==> src/rtl/mic_pkg.sv <==
// mic_pkg: shared constants, FSM state type and sample helpers for the microphone jump detector
package mic_pkg;
  localparam int SAMPLE_W = 32;
  localparam logic [31:0] DEF_THRESH = 32'd4000000;
  localparam logic [31:0] DEF_HYST = 32'd1000000;
  localparam int DEF_HOLDOFF = 12500000;
  typedef enum logic [1:0] {QUIET, ARMED, FIRE, HOLDOFF} state_t;
  function automatic logic [SAMPLE_W-1:0] sat_abs(input logic [SAMPLE_W-1:0] x);
    return x[SAMPLE_W-1] ? ((x == 32'h8000_0000) ? 32'h7FFF_FFFF : -x) : x;
  endfunction
endpackage

==> src/rtl/mic_jump_detector_if.sv <==
// mic_jump_detector_if: show-ahead ADC read handshake between the audio controller and the detector
interface mic_jump_detector_if;
  import mic_pkg::*;
  logic audio_in_available;
  logic [SAMPLE_W-1:0] left_channel_audio_in;
  logic [SAMPLE_W-1:0] right_channel_audio_in;
  logic read_audio_in;
  modport master(output audio_in_available, left_channel_audio_in, right_channel_audio_in, input read_audio_in);
  modport slave(input audio_in_available, left_channel_audio_in, right_channel_audio_in, output read_audio_in);
endinterface

==> src/rtl/mic_level_meter.sv <==
// mic_level_meter: three-stage pipeline producing the windowed mean-absolute level of stereo samples
module mic_level_meter
  import mic_pkg::*;
#(
  parameter int WINDOW_LOG2 = 8,
  parameter logic [31:0] THRESH = DEF_THRESH
) (
  input  logic                clk,
  input  logic                rst_n,
  input  logic                i_valid,
  input  logic [SAMPLE_W-1:0] i_left,
  input  logic [SAMPLE_W-1:0] i_right,
  output logic [31:0]         o_level,
  output logic                o_loud,
  output logic                o_win_done
);
  localparam int ACC_W = 31 + WINDOW_LOG2;
  logic                r_v1, r_v2;
  logic [SAMPLE_W-1:0] r_l, r_r;
  logic [30:0]         r_m;
  logic [ACC_W-1:0]    r_acc;
  logic [WINDOW_LOG2-1:0] r_cnt;
  logic [32:0]         w_pair;
  logic [ACC_W-1:0]    w_sum;
  logic [31:0]         w_lvl;
  assign w_pair = {1'b0, sat_abs(r_l)} + {1'b0, sat_abs(r_r)};
  assign w_sum  = r_acc + ACC_W'(r_m);
  assign w_lvl  = {1'b0, 31'(w_sum >> WINDOW_LOG2)};
  // S1 captures the pair on its handshake edge, S2 forms the per-pair mean magnitude
  always_ff @(posedge clk or negedge rst_n)
    if (!rst_n) begin
      r_v1 <= 1'b0;
      r_v2 <= 1'b0;
      r_l  <= '0;
      r_r  <= '0;
      r_m  <= '0;
    end else begin
      r_v1 <= i_valid;
      r_v2 <= r_v1;
      if (i_valid) begin
        r_l <= i_left;
        r_r <= i_right;
      end
      if (r_v1) r_m <= 31'(w_pair >> 1);
    end
  // S3 accumulates; the last sample of a window is folded in directly so level lands 3 cycles after its handshake
  always_ff @(posedge clk or negedge rst_n)
    if (!rst_n) begin
      r_acc      <= '0;
      r_cnt      <= '0;
      o_level    <= '0;
      o_loud     <= 1'b0;
      o_win_done <= 1'b0;
    end else begin
      o_win_done <= r_v2 && &r_cnt;
      if (r_v2) begin
        r_cnt <= r_cnt + 1'b1;
        r_acc <= &r_cnt ? '0 : w_sum;
        if (&r_cnt) begin
          o_level <= w_lvl;
          o_loud  <= w_lvl >= THRESH;
        end
      end
    end
endmodule

==> src/rtl/mic_jump_detector.sv <==
// mic_jump_detector: turns loud microphone windows into a single-cycle jump trigger with hysteresis and holdoff
module mic_jump_detector
  import mic_pkg::*;
#(
  parameter int WINDOW_LOG2 = 8,
  parameter logic [31:0] THRESH = DEF_THRESH,
  parameter logic [31:0] HYST = DEF_HYST,
  parameter int MIN_HITS = 2,
  parameter int HOLDOFF_CYCLES = DEF_HOLDOFF
) (
  input  logic        CLOCK_50,
  input  logic        resetn,
  input  logic        enable,
  input  logic        read_enable,
  mic_jump_detector_if.slave aud,
  output logic [31:0] level,
  output logic        loud,
  output logic        jump_pulse
);
  state_t      r_state, w_next;
  logic [3:0]  r_hits, w_hits;
  logic [31:0] r_hold, w_hold;
  logic        w_win_done;
  assign aud.read_audio_in = aud.audio_in_available & read_enable & resetn;
  mic_level_meter #(.WINDOW_LOG2(WINDOW_LOG2), .THRESH(THRESH)) u_meter (
    .clk       (CLOCK_50),
    .rst_n     (resetn),
    .i_valid   (aud.read_audio_in),
    .i_left    (aud.left_channel_audio_in),
    .i_right   (aud.right_channel_audio_in),
    .o_level   (level),
    .o_loud    (loud),
    .o_win_done(w_win_done)
  );
  // FSM, hit counter and holdoff counter registers
  always_ff @(posedge CLOCK_50 or negedge resetn)
    if (!resetn) begin
      r_state <= QUIET;
      r_hits  <= '0;
      r_hold  <= '0;
    end else begin
      r_state <= w_next;
      r_hits  <= w_hits;
      r_hold  <= w_hold;
    end
  // Trigger rules: consecutive loud windows fire once, re-arm only after holdoff and a clearly quiet window
  always_comb begin
    w_next     = r_state;
    w_hits     = r_hits;
    w_hold     = (r_hold == '0) ? '0 : r_hold - 1'b1;
    jump_pulse = 1'b0;
    case (r_state)
      QUIET:
        if (w_win_done && loud) begin
          w_hits = 4'd1;
          w_next = (MIN_HITS == 1) ? FIRE : ARMED;
        end
      ARMED:
        if (w_win_done) begin
          w_hits = loud ? r_hits + 1'b1 : '0;
          w_next = !loud ? QUIET : (w_hits >= 4'(MIN_HITS)) ? FIRE : ARMED;
        end
      FIRE: begin
        jump_pulse = 1'b1;
        w_hold     = 32'(HOLDOFF_CYCLES);
        w_hits     = '0;
        w_next     = HOLDOFF;
      end
      HOLDOFF:
        if (r_hold == '0 && w_win_done && level < THRESH - HYST) w_next = QUIET;
    endcase
    if (!enable) begin
      w_next     = QUIET;
      w_hits     = '0;
      w_hold     = '0;
      jump_pulse = 1'b0;
    end
  end
endmodule

==> src/flat_wrapper.sv <==
// flat-port wrapper written by rule: the top's interface ports become plain ports
module mic_jump_detector_flat import mic_pkg::*;
#(
  parameter int WINDOW_LOG2 = 8,
  parameter logic [31:0] THRESH = DEF_THRESH,
  parameter logic [31:0] HYST = DEF_HYST,
  parameter int MIN_HITS = 2,
  parameter int HOLDOFF_CYCLES = DEF_HOLDOFF
)
  (CLOCK_50, resetn, enable, read_enable, level, loud, jump_pulse, aud_audio_in_available, aud_left_channel_audio_in, aud_right_channel_audio_in, aud_read_audio_in);
  mic_jump_detector_if aud_i ();
  input  logic CLOCK_50;
  input  logic resetn;
  input  logic enable;
  input  logic read_enable;
  output logic [31:0] level;
  output logic loud;
  output logic jump_pulse;
  input wire logic [$bits(aud_i.audio_in_available)-1:0] aud_audio_in_available;
  input wire logic [$bits(aud_i.left_channel_audio_in)-1:0] aud_left_channel_audio_in;
  input wire logic [$bits(aud_i.right_channel_audio_in)-1:0] aud_right_channel_audio_in;
  output wire logic [$bits(aud_i.read_audio_in)-1:0] aud_read_audio_in;
  assign aud_i.audio_in_available = aud_audio_in_available;
  assign aud_i.left_channel_audio_in = aud_left_channel_audio_in;
  assign aud_i.right_channel_audio_in = aud_right_channel_audio_in;
  assign aud_read_audio_in = aud_i.read_audio_in;
  mic_jump_detector #(.WINDOW_LOG2(WINDOW_LOG2), .THRESH(THRESH), .HYST(HYST), .MIN_HITS(MIN_HITS), .HOLDOFF_CYCLES(HOLDOFF_CYCLES)) u_core (.CLOCK_50(CLOCK_50), .resetn(resetn), .enable(enable), .read_enable(read_enable), .aud(aud_i), .level(level), .loud(loud), .jump_pulse(jump_pulse));
endmodule
==> config.mk <==
export PLATFORM = sky130hd
export DESIGN_NAME = mic_jump_detector_flat
export DESIGN_NICKNAME = d
export VERILOG_FILES = /design/src/rtl/mic_pkg.sv /design/src/rtl/mic_jump_detector_if.sv /design/src/rtl/mic_level_meter.sv /design/src/rtl/mic_jump_detector.sv /design/src/flat_wrapper.sv
export SDC_FILE = /design/constraint.sdc
export NUM_CORES = 1
export LEC_CHECK = 0
export ABC_AREA = 1
export CAP_MARGIN = 40
export CELL_PAD_IN_SITES_DETAIL_PLACEMENT = 1
export CELL_PAD_IN_SITES_GLOBAL_PLACEMENT = 2
export CORE_UTILIZATION = 31
export CTS_CLUSTER_SIZE = 16
export DETAILED_ROUTE_END_ITERATION = 8
export GPL_TIMING_DRIVEN = 0
export PLACE_DENSITY_LB_ADDON = 0.12
export SLEW_MARGIN = 30
export SYNTH_ARGS = -nofsm -noshare
export SYNTH_HDL_FRONTEND = slang
export SYNTH_HIERARCHICAL = 1
export SYNTH_SLANG_ARGS = --single-unit
==> constraint.sdc <==
create_clock -name CLOCK_50 -period 3.6 [get_ports CLOCK_50]
set_input_delay 0.72 -clock CLOCK_50 [delete_from_list [all_inputs] [get_ports CLOCK_50]]
set_output_delay 0.72 -clock CLOCK_50 [all_outputs]
set_load 0.01 [all_outputs]
# [Yosys cells after proc, flatten, opt, wreduce, memory -nomap -nowiden]
# Index checks and enable logic that the tools add are counted.
[word_totals] out_inout_bits=35 input_bits=69 word_cells=66 register_bits=215
[classes] magnitude_cmp=3 n_bitwise=2 mux=22 reduce_logical=10 addsub=7 eq_ne=9
[op_table] operator="$mux 32" n=7
[op_table] operator="$eq 32x32->1 const B" n=2
[op_table] operator="$neg 32->32" n=2
[op_table] operator="$add 39x31->39" n=1
[op_table] operator="$mux 39" n=1
[op_table] operator="$add 32x32->32" n=1
[op_table] operator="$logic_not 32->1" n=1
[op_table] operator="$sub 32x1->32 const B" n=1
[op_table] operator="$ge 31x22->1 const B" n=1
[op_table] operator="$lt 31x22->1 const B" n=1
[op_table] operator="$mux 4" n=4
[op_table] operator="$mux 2" n=6
[op_table] operator="$pmux 4 s3" n=1
[op_table] operator="$reduce_and 9->1" n=1
[op_table] operator="$add 8x1->8 const B" n=1
[op_table] operator="$pmux 2 s4" n=1
[op_table] operator="$reduce_and 8->1" n=1
[op_table] operator="$ne 3x2->1 const B" n=2
[op_table] operator="$reduce_and 3->1" n=2
[op_table] operator="$add 4x1->4 const B" n=1
[op_table] operator="$eq 2x2->1 const B" n=2
[op_table] operator="$ge 4x2->1 const B" n=1
[op_table] operator="$logic_and 1x1->1" n=4
[op_table] operator="$ne 4x1->1 const B" n=1
[op_table] operator="5 further kinds" n=7

# [Longest topological paths before layout]
[logic_depth] depth_word=8 depth_mapped=26 ltp_nobuf=26

# [By module]
# Netlist, hierarchy kept.
[modules_own_cells] mod="mic_level_meter" cells_per_inst=1999 n_inst=1 area_per_inst_um2=13240.2 seq_area_each_um2=4429.2
[modules_own_cells] mod="mic_jump_detector" cells_per_inst=358 n_inst=1 area_per_inst_um2=2528.7 seq_area_each_um2=950.9

# [Worst setup path before layout]
# Ideal clock, no wire load.
[synth_timing] kind="reg2reg" from="register u_core.u_meter.r_r[0]" to="register u_core.u_meter.r_m[19]" path_buffers=2 t_arrival_ns=3.313 stages_incl_launch_ff=24 setup_slack_ns=0.170 synth_period_minus_slack_ns=3.430 required_ns=3.483 setup_time_ns=0.117 path_cell_list="dfrtp_1 inv_1 ha_1 nand3_2 nor2_2 nand2_2 inv_2 nand2_1 or3_1 buf_2 buf_2 nand2_1 ha_1 nand2_1 nand2_1 o21ai_1 inv_1 a21oi_2 inv_1 a21oi_1 o21ai_0 or2_2 nand3_1 nand2_1"
[synth_via] elab_chain_cells=4 elab_cells_between_ends=5 classes_between="2 x add/sub; 1 x eq/ne; 2 x mux"
[synth_lines] element="start: declaration" line_no="mic_level_meter.sv:19" source="logic [SAMPLE_W-1:0] r_l, r_r;"
[synth_lines] element="start signal: assignment" line_no="mic_level_meter.sv:42" source="r_r <= i_right;"
[synth_lines] element="$neg 32->32 / $eq 32x32->1 (equally long branches)" line_no="mic_pkg.sv:9" source="return x[SAMPLE_W-1] ? ((x == 32'h8000_0000) ? 32'h7FFF_FFFF : -x) : x;"
[synth_lines] element="$mux 32" line_no="mic_pkg.sv:9"
[synth_lines] element="$mux 32 (*)" line_no="mic_pkg.sv:9"
[synth_lines] element="$add 32x32->32 (*)" line_no="mic_level_meter.sv:26" source="assign w_pair = {1'b0, sat_abs(r_l)} + {1'b0, sat_abs(r_r)};"
[synth_lines] element="end signal: assignment" line_no="mic_level_meter.sv:44" source="if (r_v1) r_m <= 31'(w_pair >> 1);"
[synth_lines] element="end: declaration" line_no="mic_level_meter.sv:20" source="logic [30:0] r_m;"
# Every way passes the cells marked *; elsewhere a longest branch is shown, timed or not.
# A chain may end at the register's enable or synchronous reset.

# [Final worst setup path]
[layout_timing] from="register u_core.u_meter.r_r[1]" to="register u_core.u_meter.r_m[25]"
# Same word-level chain as after synthesis.

==> flow_metrics.tcl <==
set metrics [dict create \
    tritoncts "done" \
    ys_warn_count 6 \
    hp-class "input port to async pin" \
    reg2regPathDepth 22 \
    place.gp.congestion 0.876 \
    cpPeakStageDelay_ns 0.42 \
    cts-root-buf "clkbuf_16" \
    worst_slack_ns 0.0722 \
    drc_errors 0 \
    yosys-top-cells-count "718 x nand2_1, 297 x inv_1, 259 x nor2_1" \
    drtIter0Drc 577 \
    endpoint_kind "register" \
    clock_power_share 0.181 \
    syn_area_per_cell_um2 6.69 \
    post-route-period-util 0.980 \
    rsz0062_at_grt "yes" \
    cellInternalPower_uw 8170 \
    p_switching_uw 7970 \
    worstPathRequired_ns 4.06 \
    pre_cts_ws_ns -0.769 \
    r2r-end "u_core/u_meter/r_m[25]" \
    ant_nets 0 \
    grt_start_max_net_pins 73 \
    ys_seq_area_frac 0.341 \
    htreeDepth 1 \
    routed_wl_mm 57.4 \
    outcome "complete, no violations" \
    area_growth_pct 27.5 \
    initial_utilization 0.314 \
    cts_made_buffers 28 \
    core_area_um2 50200 \
    grt_usage 0.222 \
    synth.most_common_cell "nand2_1" \
    async_flop_share 1.00 \
    swShare 0.494 \
    antenna_cells 0 \
    critPathCapture "u_core/u_meter/r_m[25]" \
    power_density_nw_per_um2 803 \
    num_io_pins 104 \
    crit_path_frequent_cell "nand2_1" \
    via_per_inst 4.89 \
    netlist_instances 2357 \
    grt_pass1_wl_mm 89.3 \
    cts.sinks 215 \
    synth_area_um2 15800 \
    synth.distinct_cells 64 \
    yosys.area.top_type_share 0.341 \
    die_h_um 228 \
    utilization 0.401 \
    vdd_ir_drop_max_mv 0.402 \
    hold_violations 0 \
    clk_path_buf_depth 3 \
    period_minus_slack_ns 3.53 \
    clkLatencyLatePin_ns 0.57 \
    startpoint "u_core/u_meter/r_r[1]" \
    timing.rr.start "u_core/u_meter/r_r[1]" \
    finalSetupViolCount 0 \
    die-area_um2 51800 \
    nets 2677 \
    vias 15786 \
    dp_hpwl_mm 46.2 \
    netlist_top_cells_area "dfrtp_1 34%, nand2_1 17%, inv_1 7.1%" \
    syn_nets 2499 \
    fmax_ghz 0.283 \
    power_frac_comb 0.590 \
    worstSetupStartpointType "register" \
    fin_worst_skew_ns 0.0190 \
    critical_path_class "register to register" \
    antenna_found_initial 0 \
    io_buffer_count 101 \
    p_seq_frac 0.229 \
    max-slew-margin-rel 0.515 \
    drv_slew 0 \
    wl_per_cell_um 17.8 \
    p_leak_uw 0.00978 \
    rows 82 \
    crit_arrival_ns 3.99 \
    path_clk_slew_ns 0.06 \
    worst_slew_pin_slew_ns 0.728 \
    synth_largest_area_cell "dfrtp_1" \
    drv_cap 0 \
    grt_pass1_vias 16258 \
    die_w_um 228 \
    synthFlopType "dfrtp_1" \
    drive_above_1_share 0.147 \
    synth_edf_count 0 \
    slowest_stage "dfrtp_1" \
    crit_path_cell_trace "inv_2 > ha_4 > nand3_4 > nor2_4 > inv_1 > nor2_4 > nand4_1 > nand2_2 > o21ai_0 > or2_1 > nand3_4 > ha_4 > nand2_2 > inv_1 > nand2_1 > nand2_1 > nor2_2 > nand3_2 > a31o_2 > or2_0 > nand3_1 > nand2_1" \
    ys_ff_latch 215 \
    cp_max_fo 4 \
    overflow 0 \
    reg2reg_setup_slack_ns 0.07 \
    first_pass_iters 5 \
]
## sequential cells by signal (all words and copies together), names as in the netlist, 4 cells and up
signal	count
u_core/u_meter/r_acc	39
u_core/r_hold	32
u_core/u_meter/r_l	32
u_core/u_meter/r_r	32
u_core/u_meter/o_level	31
u_core/u_meter/r_m	31
u_core/u_meter/r_cnt	8
u_core/r_hits	4
## layout make-up
type                            instances  area, um2
Buffer                                 53        283
Clock buffer                           38        810
Clock inverter                         12        144
Fill cell                            6299      30100
Inverter                              315       1190
Multi-Input combinational cell       1773       9970
Sequential cell                       215       5380
Tap cell                              672        841
Timing Repair Buffer                  149       1480
## power groups by stage
| stage | logic, uW | clock network (uW) | registers (uW) |
|---|---|---|---|
| after global routing | 10700 | 3090 | 3790 |
| after CTS | 8880 | 3020 | 3690 |
| final | 9530 | 2910 | 3700 |
| after detailed placement | 8560 | 0 | 3710 |
| after floorplan | 6110 | 0 | 3470 |
| after global placement | 8360 | 0 | 3690 |
## what timing repair did
action,CTS,global route
setup buffers,16,28
endpoints found under the setup margin,25,21
hold buffers,0,0
resized for setup,80,159
cloned,0,2
pin swaps,8,42
## cell usage in the layout (no fill, tap or decap), drive strengths merged, types with 4 or more instances in the layout
master | netlist | routed
a21boi | 6 | 6
a21oi | 70 | 70
and2 | 5 | 5
buf | 14 | 62
clkbuf | 40 | 78
clkdlybuf4s50 | 0 | 100
clkinv | 4 | 11
dfrtp | 215 | 215
ha | 71 | 71
inv | 311 | 311
mux2 | 7 | 7
nand2 | 742 | 742
nand3 | 178 | 178
nand3b | 4 | 4
nand4 | 27 | 27
nor2 | 282 | 282
nor3 | 28 | 28
nor4 | 9 | 9
o211ai | 4 | 4
o21ai | 221 | 221
o21bai | 7 | 7
o22ai | 10 | 10
o31ai | 4 | 4
or2 | 17 | 17
xnor2 | 29 | 29
xor2 | 28 | 28
## per-stage QoR
step / power [uW] / cells / hold slack (ns) / cell area (um2) / setup TNS [ns]
4_1_cts: 15600 / 3198 / 0.0199 / 19100 / 0
6_report: 16100 / 3227 / 0.0329 / 20100 / 0
2_1_floorplan: 9580 / 2357 / 0.352 / 15800 / 0
3_3_place_gp: 12100 / 3130 / 0.372 / 17600 / -2264.91
3_5_place_dp: 12300 / 3133 / 0.376 / 17700 / -12.59
5_1_grt: 17600 / 3227 / 0.0509 / 20100 / -0.536
## per-layer routing
| layer | vias up | GRT usage | routed length, um |
|---|---|---|---|
| li1 | 7901 | - | - |
| met1 | 7618 | 0.281 | 25700 |
| met2 | 188 | 0.398 | 28100 |
| met3 | 79 | 0.0169 | 1190 |
| met4 | 0 | 0.0693 | 2440 |
| met5 | - | 0 | 0 |
## critical path: cells and delay by family (launching register included)
family                   cells  cell delay [ns]
adder cells (fa/ha/maj)      2             0.39
AND/OR/NAND/NOR             15             1.97
flip-flops                   1             0.42
AO/OA/AOI/OAI                2             0.36
buffers and inverters        3             0.28
## cell families after synthesis
family	after synthesis	share of synthesized area
muxes	7	0.00500
AOI/OAI and AO/OA	339	0.117
xor gates and xnor gates	57	0.0317
buffers and inverters	369	0.0898
adders and majority gates	73	0.0589
other	1	0.000238
DFF	215	0.341
and+or+nand+nor	1296	0.356
## how the worst min path moves through the flow
stage,startpoint,end,cells after the start
5_1_grt,resetn,u_core/r_hits[3],1
6_report,resetn,u_core/r_hits[3],1
3_3_place_gp,u_core/u_meter/r_v1,u_core/u_meter/r_v2,0
4_1_cts,resetn,u_core/r_hits[3],1
3_5_place_dp,u_core/u_meter/r_v1,u_core/u_meter/r_v2,0
2_1_floorplan,u_core/u_meter/r_v1,u_core/u_meter/r_v2,0
Note: power is estimated with default switching activity, not from simulation.
